File: config.mk
export PLATFORM = sky130hd
export DESIGN_NAME = mem_access_seq
export DESIGN_NICKNAME = d
export VERILOG_FILES = /design/src/rtl/mem_access_seq.sv
export SDC_FILE = /design/constraint.sdc
export NUM_CORES = 1
export LEC_CHECK = 0
export CAP_MARGIN = 20
export CORE_ASPECT_RATIO = 0.6
export CORE_MARGIN = 8
export CORE_UTILIZATION = 43
export CTS_BUF_LIST = sky130_fd_sc_hd__clkbuf_16
export DETAILED_ROUTE_END_ITERATION = 12
export GPL_ROUTABILITY_DRIVEN = 0
export MAX_ROUTING_LAYER = met4
export PLACE_DENSITY = 0.83
export SETUP_SLACK_MARGIN = 0.4
export SYNTH_ARGS = -nofsm -noshare
export SYNTH_HDL_FRONTEND = slang
export SYNTH_SLANG_ARGS = --single-unit
File: constraint.sdc
create_clock -name clk -period 1.9 [get_ports clk]
set_input_delay 0.19 -clock clk [delete_from_list [all_inputs] [get_ports clk]]
set_output_delay 0.19 -clock clk [all_outputs]
set_load 0.02 [all_outputs]
File: src/rtl/mem_access_seq.sv
`timescale 1ns/1ps
// Multi-byte bus access sequencer: transfers 1..3 bytes little-endian
// between a 24-bit word and an 8-bit bus, with linear, bank or page
// address wrapping. Everything advances only on cpu_en cycles.
module mem_access_seq (
  input  logic        clk,
  input  logic        reset_n,
  input  logic        cpu_en,
  input  logic        req,
  input  logic        rw,
  input  logic [1:0]  len,
  input  logic [1:0]  wrap_mode,
  input  logic [23:0] addr_in,
  input  logic [23:0] wdata_in,
  output logic        busy,
  output logic        done,
  output logic [23:0] rdata_out,
  output logic [23:0] bus_addr,
  output logic        bus_rd,
  output logic        bus_wr,
  output logic [7:0]  bus_wdata,
  input  logic [7:0]  bus_rdata,
  input  logic        bus_ready,
  output logic        addr_inc,
  output logic        page_wrap
);

  typedef enum logic [1:0] {
    IDLE   = 2'd0,
    ACCESS = 2'd1,
    DONE   = 2'd2
  } state_t;

  state_t      state, state_nx;
  logic [1:0]  idx, idx_nx;
  logic [1:0]  len_l;
  logic [1:0]  wrap_l;
  logic        rw_l;
  logic [23:0] wdata_l;
  logic        accept, advance, last, dir_nx;
  logic [23:0] addr_nx;
  logic [7:0]  wbyte_nx;

  // Handshake qualifiers, next address and next write byte
  always_comb begin
    accept   = cpu_en & req & (state == IDLE);
    advance  = cpu_en & bus_ready & (state == ACCESS);
    last     = (idx == (len_l - 2'd1));
    addr_inc = advance & ~last;
    idx_nx   = idx + 2'd1;
    dir_nx   = accept ? rw : rw_l;
    case (wrap_l)
      2'd1:    addr_nx = {bus_addr[23:16], bus_addr[15:0] + 16'd1};
      2'd2:    addr_nx = {bus_addr[23:8], bus_addr[7:0] + 8'd1};
      default: addr_nx = bus_addr + 24'd1;
    endcase
    case (idx_nx)
      2'd1:    wbyte_nx = wdata_l[15:8];
      2'd2:    wbyte_nx = wdata_l[23:16];
      default: wbyte_nx = wdata_l[7:0];
    endcase
  end

  // Next-state logic
  always_comb begin
    state_nx = state;
    case (state)
      IDLE:    if (accept) state_nx = ACCESS;
      ACCESS:  if (advance && last) state_nx = DONE;
      DONE:    state_nx = IDLE;
      default: state_nx = IDLE;
    endcase
  end

  // State register, frozen while cpu_en is low
  always_ff @(posedge clk or negedge reset_n) begin
    if (!reset_n)    state <= IDLE;
    else if (cpu_en) state <= state_nx;
  end

  // Registered outputs and operand latches; strobes/busy follow the next
  // state so they line up with ACCESS, while done trails DONE by one
  // enabled cycle to give the N+1 edge completion latency.
  always_ff @(posedge clk or negedge reset_n) begin
    if (!reset_n) begin
      busy      <= 1'b0;
      done      <= 1'b0;
      bus_rd    <= 1'b0;
      bus_wr    <= 1'b0;
      bus_addr  <= '0;
      bus_wdata <= '0;
      rdata_out <= '0;
      page_wrap <= 1'b0;
      idx       <= '0;
      len_l     <= 2'd1;
      wrap_l    <= '0;
      rw_l      <= 1'b0;
      wdata_l   <= '0;
    end else if (cpu_en) begin
      busy   <= (state_nx != IDLE);
      done   <= (state == DONE);
      bus_rd <= (state_nx == ACCESS) &  dir_nx;
      bus_wr <= (state_nx == ACCESS) & ~dir_nx;
      if (accept) begin
        rw_l      <= rw;
        len_l     <= (len == 2'd0) ? 2'd1 : len;
        wrap_l    <= (wrap_mode == 2'd3) ? 2'd0 : wrap_mode;
        wdata_l   <= wdata_in;
        idx       <= '0;
        rdata_out <= '0;
        bus_addr  <= addr_in;
        bus_wdata <= wdata_in[7:0];
        page_wrap <= (wrap_mode == 2'd2);
      end else if (advance) begin
        if (rw_l) begin
          case (idx)
            2'd0:    rdata_out[7:0]   <= bus_rdata;
            2'd1:    rdata_out[15:8]  <= bus_rdata;
            default: rdata_out[23:16] <= bus_rdata;
          endcase
        end
        if (!last) begin
          idx       <= idx_nx;
          bus_addr  <= addr_nx;
          bus_wdata <= wbyte_nx;
        end
      end
    end
  end

endmodule

==> reports/results.md <==
| Step | Item | Value |
|---|---|---|
| yosys | Distinct cell type count after synthesis | 52 |
| worst setup path | Crit path capture type | flip-flop |
| routing | Router iterations before antenna repair | 5 |
| routing | Final routed wire length divided by cell count | 24.26 um |
| worst setup path | CP Data Required Time | 2.18 ns |
| sta | Setup clock skew after layout | 0.009231 ns |
| power | Peak VDD IR | 1.002 mV |
| worst setup path | Family of cells with the greatest summed delay on the critical path | simple AND/OR/NAND/NOR gates |
| grt | Overflow left after global routing | 0 |
| routing | DRC violation count after routing | 0 |
| grt | Global-route total usage across every layer | 25.18% |
| worst hold path | Class of the tightest hold or removal check | in -> async |
| grt | Maximum number of pins on one net before global-route repair | 43 |
| worst setup path | Critical-path maximum fanout | 5 |
| yosys | Number of flops mapped to enable cells by yosys | 0 |
| sta | Peak clock frequency supported by timing | 488.3 MHz |
| clock tree | TritonCTS clock tree | yes |
| yosys | Synth Net Count | 577 |
| worst setup path | Critical path buffer and inverter count | 3 |
| yosys | Cells after synthesis | 505 |
| routing | Average vias per placed instance | 6.169 |
| yosys | Prevailing post-synth register cell | sky130_fd_sc_hd__dfrtp_1 |
| grt | Most heavily used metal layer in global routing | met2 |
| sta | Endpoints failing hold | 0 |
| floorplanning | Die Height | 95.39 um |
| clock tree | Clock latency on the worst-skew pair | 0.36 ns |
| worst setup path | Slowest cell on the critical path | sky130_fd_sc_hd__dfrtp_1 |
| grt | Via count of the first global-routing pass | 5,036 |
| sta | Max-slew violation count | 0 |
| placed design | IO buf count | 127 |
| yosys | Fraction of registers with async set or reset after synthesis | 100.0% |
| grt | Grt met2 use | 38.46% |
| yosys | Top-area cell type share of the netlist area | 50.97% |
| clock tree | CTS Sinks | 93 |
| clock tree | Clock root buffer master | sky130_fd_sc_hd__clkbuf_16 |
| run | Maxcap violations | 0 |
| sta | Post-route worst setup slack | -0.1479 ns |
| placed design | Detailed-placement wirelength estimate | 10.50 mm |
| worst setup path | Crit Path Class | reg -> reg |
| worst setup path | Worst path arrival time | 2.33 ns |
| routing | DRT antenna net count | 0 |
| clock tree | Clock buffers created by TritonCTS | 9 |
| finish | Non-filler instance count after layout | 869 |
| power | Static power due to leakage | 3.826 nW |
| yosys | Top post-synthesis cells by area | sky130_fd_sc_hd__dfrtp_1 (51%), sky130_fd_sc_hd__nand2_1 (11%), sky130_fd_sc_hd__o21ai_0 (5.8%) |
| clock tree | H-tree depth | 3 |
| finish | NumNets Final | 797 |
| grt | Met1 capacity usage during global routing | 32.33% |
| routing | Number of DRC violations after detailed-routing iteration 0 | 633 |
| floorplanning | Die width | 148.3 um |
| worst setup path | Top cell by count, worst path | sky130_fd_sc_hd__buf_4 |
| yosys | Cell area after technology mapping | 4517 sq um |
| sta | Min cycle time layout | 2.048 ns |
| floorplanning | Effective utilization at floorplan | 43.37% |
| status | Result of the run | finished with violations |
| floorplanning | Ports placed on the boundary | 128 |
| floorplanning | Die Footprint | 14,150 sq um |
| grt | Global-route wire length before repair | 27.03 mm |
| sta | Worst slew margin | 62.01% |
| yosys | Yosys warning total | 0 |
| finish | Area delta synth->final | 86.79% |
| clock tree | Clock transition at the registers of the reported paths | 0.08 ns |
| yosys | Most common cell in the netlist | sky130_fd_sc_hd__nand2_1 |
| yosys | Mean Syn Cell Area | 8.944 sq um |
| routing | Via count of the routed design | 5,361 |
| worst setup path | Largest incremental delay on the critical path | 0.46 ns |
| grt | Antenna violations before repair | 0 |
| status | Violations in the final reports | negative setup slack |
| grt | GR Util met3 | 6.493% |
| power | Overall power of the completed layout | 0.01407 W |
| placed design | Post-DP Area | 6334 sq um |
| yosys | Cell taking the most area after synthesis | sky130_fd_sc_hd__dfrtp_1 |
| finish | Proportion of layout cells with a drive suffix above 1 | 41.51% |
| yosys | Sequential share of the synthesized area | 51.55% |
| routing | Wire length reported by the detailed router | 21.08 mm |
| yosys | Number of register bits inferred by synthesis | 93 |
| finish | Antenna Cells | 0 |
| sta | Final clock period utilization by the worst path | 107.8% |
| placed design | Cell Count Post-Placement | 788 |
| floorplanning | Count of standard-cell rows | 29 |
| yosys | Most used standard cells in the synthesized netlist | sky130_fd_sc_hd__nand2_1 (131), sky130_fd_sc_hd__dfrtp_1 (92), sky130_fd_sc_hd__o21ai_0 (52), sky130_fd_sc_hd__nor2_1 (33), sky130_fd_sc_hd__nand3_1 (20) |
| sta | Slew @ Worst Pin | 0.5698 ns |
| finish | Final cell area excluding filler cells | 8437 sq um |
| sta | Setup repair after global routing missed its margin | yes |
| worst setup path | Critical path startpoint category | flip-flop |
| sta | Final setup viols | 11 |
| clock tree | CTS max path bufs | 2 |
| floorplanning | Core box area | 10,410 sq um |
| power | Power per cell area | 1668 nW/um^2 |
| worst setup path | Cell-by-cell listing of the critical path | nand4_2, buf_4, nor4_4, buf_4, buf_4, nand3_1, o31a_1, o21ai_1 |
-- report_power, final --
part / switching, W / internal [W]
clock: 0.000896 / 0.000920
combinational: 0.00457 / 0.00373
sequential: 0.00106 / 0.00290
total: 0.00652 / 0.00755
-- cell families (layout without fill, tap and decap cells) --
family | count (synthesis) | after routing | synth area share, %
AND/OR/NAND/NOR | 224 | 225 | 22.55
flip-flops | 93 | 93 | 51.55
XOR/XNOR | 5 | 5 | 1.136
AO/OA/AOI/OAI | 130 | 131 | 18.26
multiplexers | 5 | 5 | 1.191
adder cells (fa/ha/maj) | 6 | 6 | 1.662
buffers and inverters | 42 | 265 | 3.657
-- what timing repair did --
action | 4_1_cts | 5_1_grt
cloned | 10 | 3
hold endpoints to repair | 39 | 0
resized for setup | 215 | 177
hold buffers | 1 | 0
buffers inserted | 30 | 21
endpoints found under the setup margin | 152 | 92
pin swaps | 53 | 66
-- worst paths after layout --
check                                              from                       end  slack (ns)  cells after the start
worst max-delay path            bus_addr[8]$_DFFE_PN0P_  bus_addr[13]$_DFFE_PN0P_       -0.15                      8
worst min-delay path                            reset_n          busy$_DFFE_PN0P_        0.36                      2
worst max register to register  bus_addr[8]$_DFFE_PN0P_  bus_addr[13]$_DFFE_PN0P_       -0.15                      8
worst min register to register  wdata_l[15]$_DFFE_PN0P_   wdata_l[15]$_DFFE_PN0P_        0.49                      2
max in group asynchronous                       reset_n      len_l[0]$_DFFE_PN1P_        0.84                      3
min in group clk                             addr_in[2]   bus_addr[2]$_DFFE_PN0P_        0.37                      3
-- per-layer routing --
metal / vias up / routed length (um)
met1: 2638 / 8115
met3: 101 / 2287
met4: 0 / 863
met5: - / 0
li1: 2241 / -
met2: 381 / 9812
-- worst reg2reg max path, delay by kind of cell, from the launching register on --
| kind | cells | cell delay (ns) |
|---|---|---|
| buf+inv | 3 | 0.56 |
| compound gates | 2 | 0.37 |
| flops | 1 | 0.46 |
| simple gates | 3 | 0.60 |
-- sequential cells by signal, summed over array words and instances, names as in the netlist --
register / cells
bus_wr: 1
len_l: 2
rw_l: 1
page_wrap: 1
bus_addr: 24
wdata_l: 24
state: 2
bus_wdata: 8
idx: 2
rdata_out: 24
wrap_l: 1
done: 1
busy: 1
bus_rd: 1
-- layout by cell type (no fill, tap or decap), types with 5 or more instances in the layout --
cell	Yosys	routed
sky130_fd_sc_hd__dfrtp_1	92	83
sky130_fd_sc_hd__clkdlybuf4s50_1	0	63
sky130_fd_sc_hd__dlygate4sd2_1	0	62
sky130_fd_sc_hd__nand2_1	131	60
sky130_fd_sc_hd__buf_4	0	53
sky130_fd_sc_hd__nand2_2	0	36
sky130_fd_sc_hd__nand2_4	0	34
sky130_fd_sc_hd__buf_6	0	29
sky130_fd_sc_hd__nor2_1	33	28
sky130_fd_sc_hd__o21ai_2	0	28
sky130_fd_sc_hd__o21ai_1	1	22
sky130_fd_sc_hd__nand3_1	20	14
sky130_fd_sc_hd__inv_1	16	13
sky130_fd_sc_hd__buf_12	0	12
sky130_fd_sc_hd__a21oi_1	15	10
sky130_fd_sc_hd__clkbuf_16	0	10
sky130_fd_sc_hd__a22o_1	9	9
sky130_fd_sc_hd__dfrtp_2	0	9
sky130_fd_sc_hd__o31ai_1	11	8
sky130_fd_sc_hd__a2111oi_4	0	7
sky130_fd_sc_hd__buf_16	0	6
sky130_fd_sc_hd__o31a_1	6	5
sky130_fd_sc_hd__a31oi_1	8	5
sky130_fd_sc_hd__a22oi_1	6	5
sky130_fd_sc_hd__buf_8	0	5
-- final cells by class --
class / instances / area [sq um]
repair buffers: 233 / 2419
clock buffers: 9 / 225.2
multi-input cells: 372 / 3147
inverters: 16 / 62.56
fillers: 529 / 1977
well taps: 139 / 173.9
clock inverters: 7 / 70.07
flip-flops and latches: 93 / 2340
-- per-stage QoR --
step	setup WS [ns]	utilization, %	setup TNS (ns)	hold WS [ns]
6_report	-0.1479	81.02	-0.6534	0.3635
5_1_grt	-0.2446	81.02	-1.785	0.3843
4_1_cts	0.05753	72.73	0	0.3626
3_5_place_dp	-0.1984	60.82	-3.985	0.2147
3_3_place_gp	-0.1842	60.82	-1.709	0.2151
2_1_floorplan	0.03301	-	0	-0.1056
No activity file was read; power rests on OpenSTA's default activity.
